$ cat src/rtl/cpu_sequencer_if.sv
// Avalon-style memory bus between the sequencer (master) and the instruction/data memory (slave).
interface cpu_sequencer_if;
    logic [31:0] address;
    logic        read;
    logic        write;
    logic [31:0] writedata;
    logic        waitrequest;
    logic [31:0] readdata;

    modport master (
        output address,
        output read,
        output write,
        output writedata,
        input  waitrequest,
        input  readdata
    );

    modport slave (
        input  address,
        input  read,
        input  write,
        input  writedata,
        output waitrequest,
        output readdata
    );
endinterface

$ cat src/rtl/cpu_sequencer.sv
// Multicycle MIPS control sequencer: FETCH/DECODE/EXEC/MEM/WRITEBACK state walk, bus handshake,
// instruction and load-data latches, retired-instruction counter and halt on PC == 0.
module cpu_sequencer #(
    parameter logic [2:0] RESET_STATE = 3'd1
) (
    input  logic                   clk,
    input  logic                   reset,
    input  logic [31:0]            pc_addr,
    input  logic [31:0]            alu_addr,
    input  logic [31:0]            store_data,
    cpu_sequencer_if.master        bus,
    output logic [2:0]             State,
    output logic [31:0]            Instruction,
    output logic [31:0]            mem_rdata,
    output logic [31:0]            instr_count,
    output logic                   active
);

    typedef enum logic [2:0] {
        StHalt      = 3'd0,
        StFetch     = 3'd1,
        StDecode    = 3'd2,
        StExec      = 3'd3,
        StMem       = 3'd4,
        StWriteback = 3'd5
    } state_e;

    state_e      state_q, state_d;
    logic [31:0] instr_q;
    logic [31:0] mem_rdata_q;
    logic [31:0] instr_count_q;
    logic        active_q;

    logic [5:0]  opcode;
    logic        is_load;
    logic        is_store;
    logic        fetch_done;
    logic        load_done;

    assign opcode   = instr_q[31:26];
    assign is_load  = (opcode >= 6'h20) && (opcode <= 6'h26);
    assign is_store = (opcode == 6'h28) || (opcode == 6'h29) || (opcode == 6'h2A) ||
                      (opcode == 6'h2B) || (opcode == 6'h2E);

    // Latch enables mirror the strobe conditions so a stalled or suppressed transfer never writes.
    assign fetch_done = (state_q == StFetch) && (pc_addr != 32'd0) && !bus.waitrequest;
    assign load_done  = (state_q == StMem) && !is_store && !bus.waitrequest;

    always_comb begin
        state_d       = state_q;
        bus.address   = 32'd0;
        bus.read      = 1'b0;
        bus.write     = 1'b0;
        bus.writedata = 32'd0;
        case (state_q)
            StFetch: begin
                if (pc_addr == 32'd0) begin
                    state_d = StHalt;
                end else begin
                    bus.read    = 1'b1;
                    bus.address = pc_addr;
                    if (!bus.waitrequest) begin
                        state_d = StDecode;
                    end
                end
            end
            StDecode: state_d = StExec;
            StExec:   state_d = (is_load || is_store) ? StMem : StWriteback;
            StMem: begin
                bus.address = alu_addr;
                if (is_store) begin
                    bus.write     = 1'b1;
                    bus.writedata = store_data;
                end else begin
                    bus.read = 1'b1;
                end
                if (!bus.waitrequest) begin
                    state_d = StWriteback;
                end
            end
            StWriteback: state_d = StFetch;
            StHalt:      state_d = StHalt;
            default:     state_d = StFetch;
        endcase
        // The state register already holds FETCH during reset; keep the bus quiet until release.
        if (!reset) begin
            bus.address   = 32'd0;
            bus.read      = 1'b0;
            bus.write     = 1'b0;
            bus.writedata = 32'd0;
        end
    end

    always_ff @(posedge clk or negedge reset) begin
        if (!reset) begin
            state_q       <= state_e'(RESET_STATE);
            instr_q       <= 32'd0;
            mem_rdata_q   <= 32'd0;
            instr_count_q <= 32'd0;
            active_q      <= 1'b1;
        end else begin
            state_q  <= state_d;
            active_q <= (state_d != StHalt);
            if (fetch_done) begin
                instr_q <= bus.readdata;
            end
            if (load_done) begin
                mem_rdata_q <= bus.readdata;
            end
            if (state_q == StWriteback) begin
                instr_count_q <= instr_count_q + 32'd1;
            end
        end
    end

    assign State       = state_q;
    assign Instruction = instr_q;
    assign mem_rdata   = mem_rdata_q;
    assign instr_count = instr_count_q;
    assign active      = active_q;

endmodule
$ cat src/flat_wrapper.sv
// flat-port wrapper written by rule: the top's interface ports become plain ports
module cpu_sequencer_flat 
#(
    parameter logic [2:0] RESET_STATE = 3'd1
)
  (clk, reset, pc_addr, alu_addr, store_data, State, Instruction, mem_rdata, instr_count, active, bus_address, bus_read, bus_write, bus_writedata, bus_waitrequest, bus_readdata);
  cpu_sequencer_if bus_i ();
  input  logic clk;
  input  logic reset;
  input  logic [31:0] pc_addr;
  input  logic [31:0] alu_addr;
  input  logic [31:0] store_data;
  output logic [2:0] State;
  output logic [31:0] Instruction;
  output logic [31:0] mem_rdata;
  output logic [31:0] instr_count;
  output logic active;
  output wire logic [$bits(bus_i.address)-1:0] bus_address;
  output wire logic [$bits(bus_i.read)-1:0] bus_read;
  output wire logic [$bits(bus_i.write)-1:0] bus_write;
  output wire logic [$bits(bus_i.writedata)-1:0] bus_writedata;
  input wire logic [$bits(bus_i.waitrequest)-1:0] bus_waitrequest;
  input wire logic [$bits(bus_i.readdata)-1:0] bus_readdata;
  assign bus_address = bus_i.address;
  assign bus_read = bus_i.read;
  assign bus_write = bus_i.write;
  assign bus_writedata = bus_i.writedata;
  assign bus_i.waitrequest = bus_waitrequest;
  assign bus_i.readdata = bus_readdata;
  cpu_sequencer #(.RESET_STATE(RESET_STATE)) u_core (.clk(clk), .reset(reset), .pc_addr(pc_addr), .alu_addr(alu_addr), .store_data(store_data), .bus(bus_i), .State(State), .Instruction(Instruction), .mem_rdata(mem_rdata), .instr_count(instr_count), .active(active));
endmodule
$ cat config.mk
export PLATFORM = sky130hd
export DESIGN_NAME = cpu_sequencer_flat
export DESIGN_NICKNAME = d
export VERILOG_FILES = /design/src/rtl/cpu_sequencer_if.sv /design/src/rtl/cpu_sequencer.sv /design/src/flat_wrapper.sv
export SDC_FILE = /design/constraint.sdc
export NUM_CORES = 1
export LEC_CHECK = 0
export BUFFER_PORTS_ARGS = -buffer_cell sky130_fd_sc_hd__buf_2
export CAP_MARGIN = 20
export CORE_ASPECT_RATIO = 0.8
export CORE_MARGIN = 10
export CORE_UTILIZATION = 25
export DETAILED_ROUTE_END_ITERATION = 6
export PLACE_DENSITY = 0.51
export SYNTH_ARGS = -nofsm -noshare
export SYNTH_HDL_FRONTEND = slang
export SYNTH_SLANG_ARGS = --single-unit
$ cat constraint.sdc
create_clock -name clk -period 2.35 [get_ports clk]
set_clock_uncertainty 0.1 [all_clocks]
set_input_delay 0.3525 -clock clk [delete_from_list [all_inputs] [get_ports clk]]
set_output_delay 0.3525 -clock clk [all_outputs]
set_load 0.1 [all_outputs]
==> PnR_summary.wiki, run 1 <==
{| class="wikitable"
! Metric !! Value
|-
| Outcome || complete, but fails checks
|-
| Violated checks || negative setup slack
|-
| Number of flops mapped to enable cells by yosys || 0
|-
| Fraction of synthesis flops using an asynchronous set or reset pin || 1.000
|-
| Relative contribution of sequential cells to total power || 0.205
|-
| Final Hold Viols || 0
|-
| Peak ir drop on the vdd network || 1.157 mV
|-
| Synth Flop Type || sky130_fd_sc_hd__dfrtp_1
|-
| Part of the total power dissipated in the clock network || 0.106
|-
| Final number of setup-violating endpoints || 48
|-
| Total congestion overflow || 0
|-
| Critical path launch point type || flop
|-
| Worst setup EP type || output port
|-
| Count of clock tree sinks || 100
|-
| Max-capacitance violation count || 0
|-
| Final-report max-slew violation count || 0
|-
| Power spent charging and discharging nets || 0.008180 W
|-
| Clock insertion delay at the later pin of the skew report || 0.34 ns
|-
| Sw Ratio || 0.6005
|-
| Actual slew at the worst max-slew pin || 0.7202 ns
|-
| Layout Cell Area excl Fill || 8650 um^2
|-
| Mapped Avg Cell Area || 12.48 um^2
|-
| Number of antenna violations at the first check in global routing || 1
|-
| Sequential cell area || 2534 um^2
|-
| Syn Nets || 514
|-
| Internal power of the cells || 0.005442 W
|-
| Total wirelength of the detailed-routed design || 20,170 um
|-
| Pin count of the biggest net entering global routing || 54
|-
| Port Buffers || 296
|-
| Vias in the first global route || 4,809
|-
| Per-cell via count in the routed design || 4.631
|-
| CTS tree || yes
|-
| Initial DRT Pass Iterations || 4
|-
| Maximum count of clock buffers along a single path || 2
|-
| Ratio of final minimum period to clock period || 1.027
|-
| Post-synthesis cell type with the largest combined area || sky130_fd_sc_hd__dfrtp_1
|-
| Cell types with the largest area share after synthesis || sky130_fd_sc_hd__dfrtp_1, sky130_fd_sc_hd__mux2_2, sky130_fd_sc_hd__a22o_1, sky130_fd_sc_hd__xnor2_1, sky130_fd_sc_hd__and3_1
|-
| Clock buffer count from CTS || 9
|-
| Post-DP HPWL || 16,040 um
|-
| Data required time of the critical path || 1.90 ns
|-
| Area fraction of the dominant cell type after synthesis || 0.5144
|-
| List of most frequent post-synthesis cells || sky130_fd_sc_hd__dfrtp_1, sky130_fd_sc_hd__mux2_2, sky130_fd_sc_hd__and3_1
|-
| Root buffer selected by CTS || sky130_fd_sc_hd__clkbuf_16
|-
| Effective utilization at floorplan || 0.2527
|-
| # fillers || 1,746
|-
| Path type of the worst setup path || flop to output port
|-
| Share of post-route cells with drive strength above 1 || 0.7033
|-
| Path type of the worst min-delay path || input port to asynchronous set/reset pin
|-
| Comb power frac || 0.689
|-
| FP Rows || 45
|-
| Endpoint arrival time on the critical path || 1.96 ns
|-
| Iteration-0 DRC count of the detailed router || 286
|-
| Overall die width || 174.4 um
|-
| Global-route wire length before repair || 29,960 um
|-
| Syn. warnings || 0
|-
| Register-to-register path setup slack || 0.18 ns
|-
| Via count || 4,446
|-
| Leakage power || 4.076 nW
|-
| Worst Hold Slack || 0.04316 ns
|-
| Residual DRC || 0
|-
| Post-synthesis cell type count || 39
|-
| Clk slew on worst S/H paths || 0.07 ns
|-
| Worst slew slack as a fraction of its limit || 0.5154
|-
| Synthesized instance count || 382
|-
| Ratio of total power to cell area || 1575 nW/um^2
|-
| PnR worst setup slack || -0.06320 ns
|-
| Total area of multi-input combinational cells || 2628 um^2
|-
| Final antenna-violating net count || 0
|-
| Unrepaired setup endpoints after global routing || true
|-
| I/O pins || 297
|-
| Gr usage total || 0.1541
|-
| Sequential-to-total area share from yosys stat || 0.5255
|-
| Depth of the worst register-to-register path || 5
|-
| Final setup TNS || -1.224 ns
|-
| Level count of the clock H-tree || 3
|-
| Final net count || 828
|-
| Synthesized area || 4767 um^2
|-
| Shortest clock period the worst path allows after layout || 2.413 ns
|-
| Highest achievable clock rate || 414.4 MHz
|-
| Post-CTS Hold Fix Bufs || 0
|-
| WL/cell || 21.01 um
|-
| Cell area after placement || 8056 um^2
|-
| Height of the chip || 143.5 um
|-
| Post-Route Utilization || 0.4586
|-
| Core ar. || 18,860 um^2
|-
| Crit-path max FO || 8
|-
| Routability congestion estimate || 1.034
|-
| Floorplan die area || 25,030 um^2
|-
| Yosys reg bits || 100
|-
| Area grow syn2layout || 81.44%
|-
| Most frequently used cell type in the post-synthesis netlist || sky130_fd_sc_hd__dfrtp_1
|}
-- worst max-delay path, cell delays in order, from the launching register on --
cell and delay [ns]:
sky130_fd_sc_hd__dfstp_4 0.67, sky130_fd_sc_hd__inv_6 0.05, sky130_fd_sc_hd__nor4b_4 0.21, sky130_fd_sc_hd__buf_6 0.18, sky130_fd_sc_hd__clkbuf_16 0.18, sky130_fd_sc_hd__a22o_4 0.14
sky130_fd_sc_hd__buf_12 0.17
-- layout by cell type (no fill, tap or decap), types with 3 or more instances in the layout --
| master | instances |
|---|---|
| sky130_fd_sc_hd__a22o_4 | 32 |
| sky130_fd_sc_hd__and2_1 | 3 |
| sky130_fd_sc_hd__and3_1 | 5 |
| sky130_fd_sc_hd__and3_4 | 32 |
| sky130_fd_sc_hd__and4_1 | 4 |
| sky130_fd_sc_hd__buf_12 | 74 |
| sky130_fd_sc_hd__buf_2 | 229 |
| sky130_fd_sc_hd__buf_4 | 15 |
| sky130_fd_sc_hd__buf_6 | 4 |
| sky130_fd_sc_hd__clkbuf_16 | 11 |
| sky130_fd_sc_hd__dfrtp_1 | 88 |
| sky130_fd_sc_hd__dfrtp_2 | 5 |
| sky130_fd_sc_hd__dfrtp_4 | 5 |
| sky130_fd_sc_hd__inv_6 | 3 |
| sky130_fd_sc_hd__mux2_1 | 4 |
| sky130_fd_sc_hd__mux2_2 | 62 |
| sky130_fd_sc_hd__nand2_1 | 10 |
| sky130_fd_sc_hd__nand3_1 | 8 |
| sky130_fd_sc_hd__nand3b_1 | 3 |
| sky130_fd_sc_hd__nand4_1 | 21 |
| sky130_fd_sc_hd__nor2_1 | 7 |
| sky130_fd_sc_hd__nor4_1 | 9 |
| sky130_fd_sc_hd__xnor2_1 | 27 |
| sky130_fd_sc_hd__xor2_1 | 4 |
-- timing repair --
| item | CTS | global route |
|---|---|---|
| resized for setup | 19 | 9 |
| setup buffers | 7 | 3 |
| endpoints found under the setup margin | 65 | 66 |
| pin swaps | 17 | 7 |
| cloned | 4 | 3 |
-- kinds of logic (layout without fill, tap and decap cells) --
family,Yosys count,in the layout,synth area share
AND/OR/NAND/NOR,119,119,0.1596
buffers and inverters,24,343,0.02966
other,0,1,0
flip-flops,100,100,0.5255
adder cells (fa/ha/maj),1,1,0.002624
XOR/XNOR,31,31,0.05696
multiplexers,66,66,0.1559
AO/OA/AOI/OAI,41,41,0.06982
-- sequential cells by signal, summed over array words and instances, names as in the netlist --
register            flops
u_core.active           1
u_core.mem_rdata       32
u_core.State            3
u_core.Instruction     32
u_core.instr_count     32
-- power by group through the flow --
stage	sequential (W)	clock, W	combinational (W)
2_1_floorplan	0.00724	0	0.00262
3_3_place_gp	0.00277	0	0.00908
3_5_place_dp	0.00281	0	0.00912
4_1_cts	0.00279	0.00150	0.00936
5_1_grt	0.00289	0.00158	0.00966
6_report	0.00279	0.00144	0.00938
-- worst paths after layout --
check | startpoint | to
setup / recovery | u_core.State[0]$_DFF_PN1_ | bus_address[30]
hold / removal | reset | u_core.instr_count[1]$_DFFE_PN0N_
setup reg to reg | u_core.State[0]$_DFF_PN1_ | u_core.instr_count[31]$_DFFE_PN0N_
hold reg to reg | u_core.instr_count[31]$_DFFE_PN0N_ | u_core.instr_count[31]$_DFFE_PN0N_
max in group asynchronous | reset | u_core.State[2]$_DFF_PN0_
min in group clk | bus_readdata[8] | u_core.Instruction[8]$_DFFE_PN0P_
-- cell type report --
type / count / share of cell area
tap: 258 / 0.03732
inverter: 2 / 0.001447
clock inverter: 5 / 0.005208
antenna: 1 / 0.0002893
multi-input combinational: 258 / 0.3038
sequential: 100 / 0.2929
clock buffer: 11 / 0.02806
timing repair buffer: 325 / 0.3310
-- routing by layer --
layer,up-vias,routed length (um),GRT usage
li1,2053,-,-
met1,2230,8407,0.1899
met2,155,10150,0.2622
met3,8,1491,0.05008
met4,0,117,0.02425
met5,-,0,0
-- through the flow --
stage | total power (W) | setup slack (ns) | std cells
2_1_floorplan | 0.009860 | -0.05789 | 382
3_3_place_gp | 0.01185 | 0.1493 | 928
3_5_place_dp | 0.01193 | 0.1138 | 928
4_1_cts | 0.01365 | -0.1128 | 955
5_1_grt | 0.01413 | -0.1350 | 960
6_report | 0.01362 | -0.06320 | 960
No activity file was read; power rests on OpenSTA's default activity.
==> run 2, diff against run 1 <==
--- a/config.mk
+++ b/config.mk
@@ -8,10 +8,10 @@
 export BUFFER_PORTS_ARGS = -buffer_cell sky130_fd_sc_hd__buf_2
 export CAP_MARGIN = 20
 export CORE_ASPECT_RATIO = 0.8
-export CORE_MARGIN = 10
 export CORE_UTILIZATION = 25
 export DETAILED_ROUTE_END_ITERATION = 6
 export PLACE_DENSITY = 0.51
+export REMOVE_ABC_BUFFERS = 1
 export SYNTH_ARGS = -nofsm -noshare
 export SYNTH_HDL_FRONTEND = slang
 export SYNTH_SLANG_ARGS = --single-unit
==> run 2 against run 1 <==
  * The flow still finishes with violations (negative setup slack)
  * Via count shrank 0.16%
  * Routed wire length shrank 14%
  * Critical path depth is the same
  * Clock-buffer cell count shrank 2
  * Die area shrank 22%
  * Setup slack gained 0.024 ns
  * Sequential share of layout area grew 0.79 points
  * Sequential cell count is the same
  * Cell area shrank 3.7%
  * Utilization shrank 0.57 points
==> PnR_summary.wiki, run 2 (synthesis results as in run 1) <==
{| class="wikitable"
! Metric !! Value
|-
| Outcome || complete, but fails checks
|-
| Violated checks || negative setup slack
|-
| Max-capacitance violation count || 0
|-
| Critical path launch point type || flop
|-
| Crit-path max FO || 33
|-
| Floorplan die area || 19,630 um^2
|-
| Count of clock tree sinks || 100
|-
| Final antenna-violating net count || 0
|-
| Highest achievable clock rate || 418.6 MHz
|-
| Root buffer selected by CTS || sky130_fd_sc_hd__clkbuf_16
|-
| # fillers || 1,713
|-
| Final Hold Viols || 0
|-
| Critical register-to-register path startpoint || u_core.State[1]$_DFF_PN0_
|-
| Final setup TNS || -0.7214 ns
|-
| PnR worst setup slack || -0.03888 ns
|-
| Path type of the worst setup path || flop to output port
|-
| Routability congestion estimate || 0.9548
|-
| Data required time of the critical path || 1.90 ns
|-
| Final net count || 840
|-
| Shortest clock period the worst path allows after layout || 2.389 ns
|-
| Overall die width || 156.4 um
|-
| Endpoint arrival time on the critical path || 1.94 ns
|-
| ANT cells || 0
|-
| Level count of the clock H-tree || 3
|-
| Vias in the first global route || 4,590
|-
| Gr usage total || 0.1785
|-
| Height of the chip || 125.5 um
|-
| Pin count of the biggest net entering global routing || 66
|-
| Clock insertion delay at the later pin of the skew report || 0.35 ns
|-
| Source of the critical timing path || u_core.State[1]$_DFF_PN0_
|-
| Total congestion overflow || 0
|-
| Register-to-register path setup slack || 0.22 ns
|-
| Total wirelength of the detailed-routed design || 17,380 um
|-
| Depth of the worst register-to-register path || 6
|-
| I/O pins || 297
|-
| Commonest cells after routing, fill and taps aside || sky130_fd_sc_hd__buf_2, sky130_fd_sc_hd__dfrtp_1, sky130_fd_sc_hd__buf_12
|-
| Unrepaired setup endpoints after global routing || true
|-
| Worst Hold Depth || 2
|-
| Clock buffer count from CTS || 9
|-
| Via count || 4,439
|-
| Hold path startpoint || bus_readdata[4]
|-
| Final number of setup-violating endpoints || 47
|-
| Hold-critical path endpoint || u_core.Instruction[4]$_DFFE_PN0P_
|-
| Maximum count of clock buffers along a single path || 2
|-
| Actual slew at the worst max-slew pin || 0.8427 ns
|-
| Global-route wire length before repair || 26,870 um
|-
| Most common library cell in the layout ignoring fill and taps || sky130_fd_sc_hd__buf_2
|-
| Final-report max-slew violation count || 0
|-
| Clk slew on worst S/H paths || 0.08 ns
|-
| Worst slew slack as a fraction of its limit || 0.4382
|-
| Critical R2R Capture || u_core.instr_count[30]$_DFFE_PN0N_
|-
| Post-DP HPWL || 13,130 um
|-
| FP Rows || 44
|-
| Path type of the worst min-delay path || input port to flop
|-
| Area grow syn2layout || 74.67%
|-
| Number of antenna violations at the first check in global routing || 1
|-
| Ratio of final minimum period to clock period || 1.017
|-
| Residual DRC || 0
|-
| Port Buffers || 296
|-
| Effective utilization at floorplan || 0.2593
|-
| Initial DRT Pass Iterations || 4
|-
| Worst setup EP type || output port
|-
| Iteration-0 DRC count of the detailed router || 155
|-
| CTS tree || yes
|-
| Share of post-route cells with drive strength above 1 || 0.6250
|-
| Post-Route Utilization || 0.4528
|-
| Core ar. || 18,390 um^2
|-
| WL/cell || 18.01 um
|-
| Per-cell via count in the routed design || 4.600
|}
==> run 2: repair_timing <==
item | CTS | global route
gates cloned | 4 | 1
gates resized for setup | 27 | 13
hold endpoints to repair | 33 | 0
pin swaps | 11 | 2
setup buffers | 7 | 6
hold buffers | 1 | 0
setup endpoints to repair | 66 | 66
==> run 2: layer usage <==
metal / GRT usage / vias to the layer above / share of wire
met5: 0 / - / 0
met4: 0.04152 / 0 / 0.015
met3: 0.06308 / 23 / 0.070
met2: 0.2642 / 149 / 0.45
met1: 0.2475 / 2194 / 0.46
li1: - / 2073 / -
==> run 2: through the flow <==
stage / instances / worst slack [ns] / cell area, um^2 / hold WS, ns
after floorplan: 360 / -1.687 / 4633 / -0.04309
after global placement: 931 / 0.05021 / 7654 / 0.2273
after detailed placement: 931 / 0.07222 / 7654 / 0.2320
after CTS: 958 / -0.04818 / 8174 / 0.1103
after global routing: 965 / -0.1136 / 8327 / 0.1238
final: 965 / -0.03888 / 8327 / 0.1273
==> run 2: critical path, cell delays in order (launching register included) <==
cell	delay [ns]
sky130_fd_sc_hd__dfrtp_1	0.41
sky130_fd_sc_hd__buf_6	0.13
sky130_fd_sc_hd__nor3b_4	0.20
sky130_fd_sc_hd__and2_4	0.21
sky130_fd_sc_hd__buf_12	0.19
sky130_fd_sc_hd__and3_1	0.24
sky130_fd_sc_hd__buf_12	0.19
==> run 2: worst max path at each step <==
stage | to | cells past startpoint
floorplan | bus_read | 3
global placement | bus_read | 7
detailed placement | u_core.Instruction[11]$_DFFE_PN0P_ | 8
CTS | bus_address[24] | 6
global route | bus_writedata[3] | 6
finish | bus_writedata[17] | 6
==> run 2: final cells by class <==
class	instances	area, um^2	share of cell area
flip-flops and latches	100	2505	0.3008
clock buffers	9	225.2	0.02705
repair buffers	337	2925	0.3513
clock inverters	6	56.30	0.006762
inverters	2	10.01	0.001202
multi-input cells	258	2288	0.2748
well taps	253	316.6	0.03802
Power of run 2 is not shown: default switching activity piles up to over one toggle a cycle in this logic, so the estimate is an artifact.
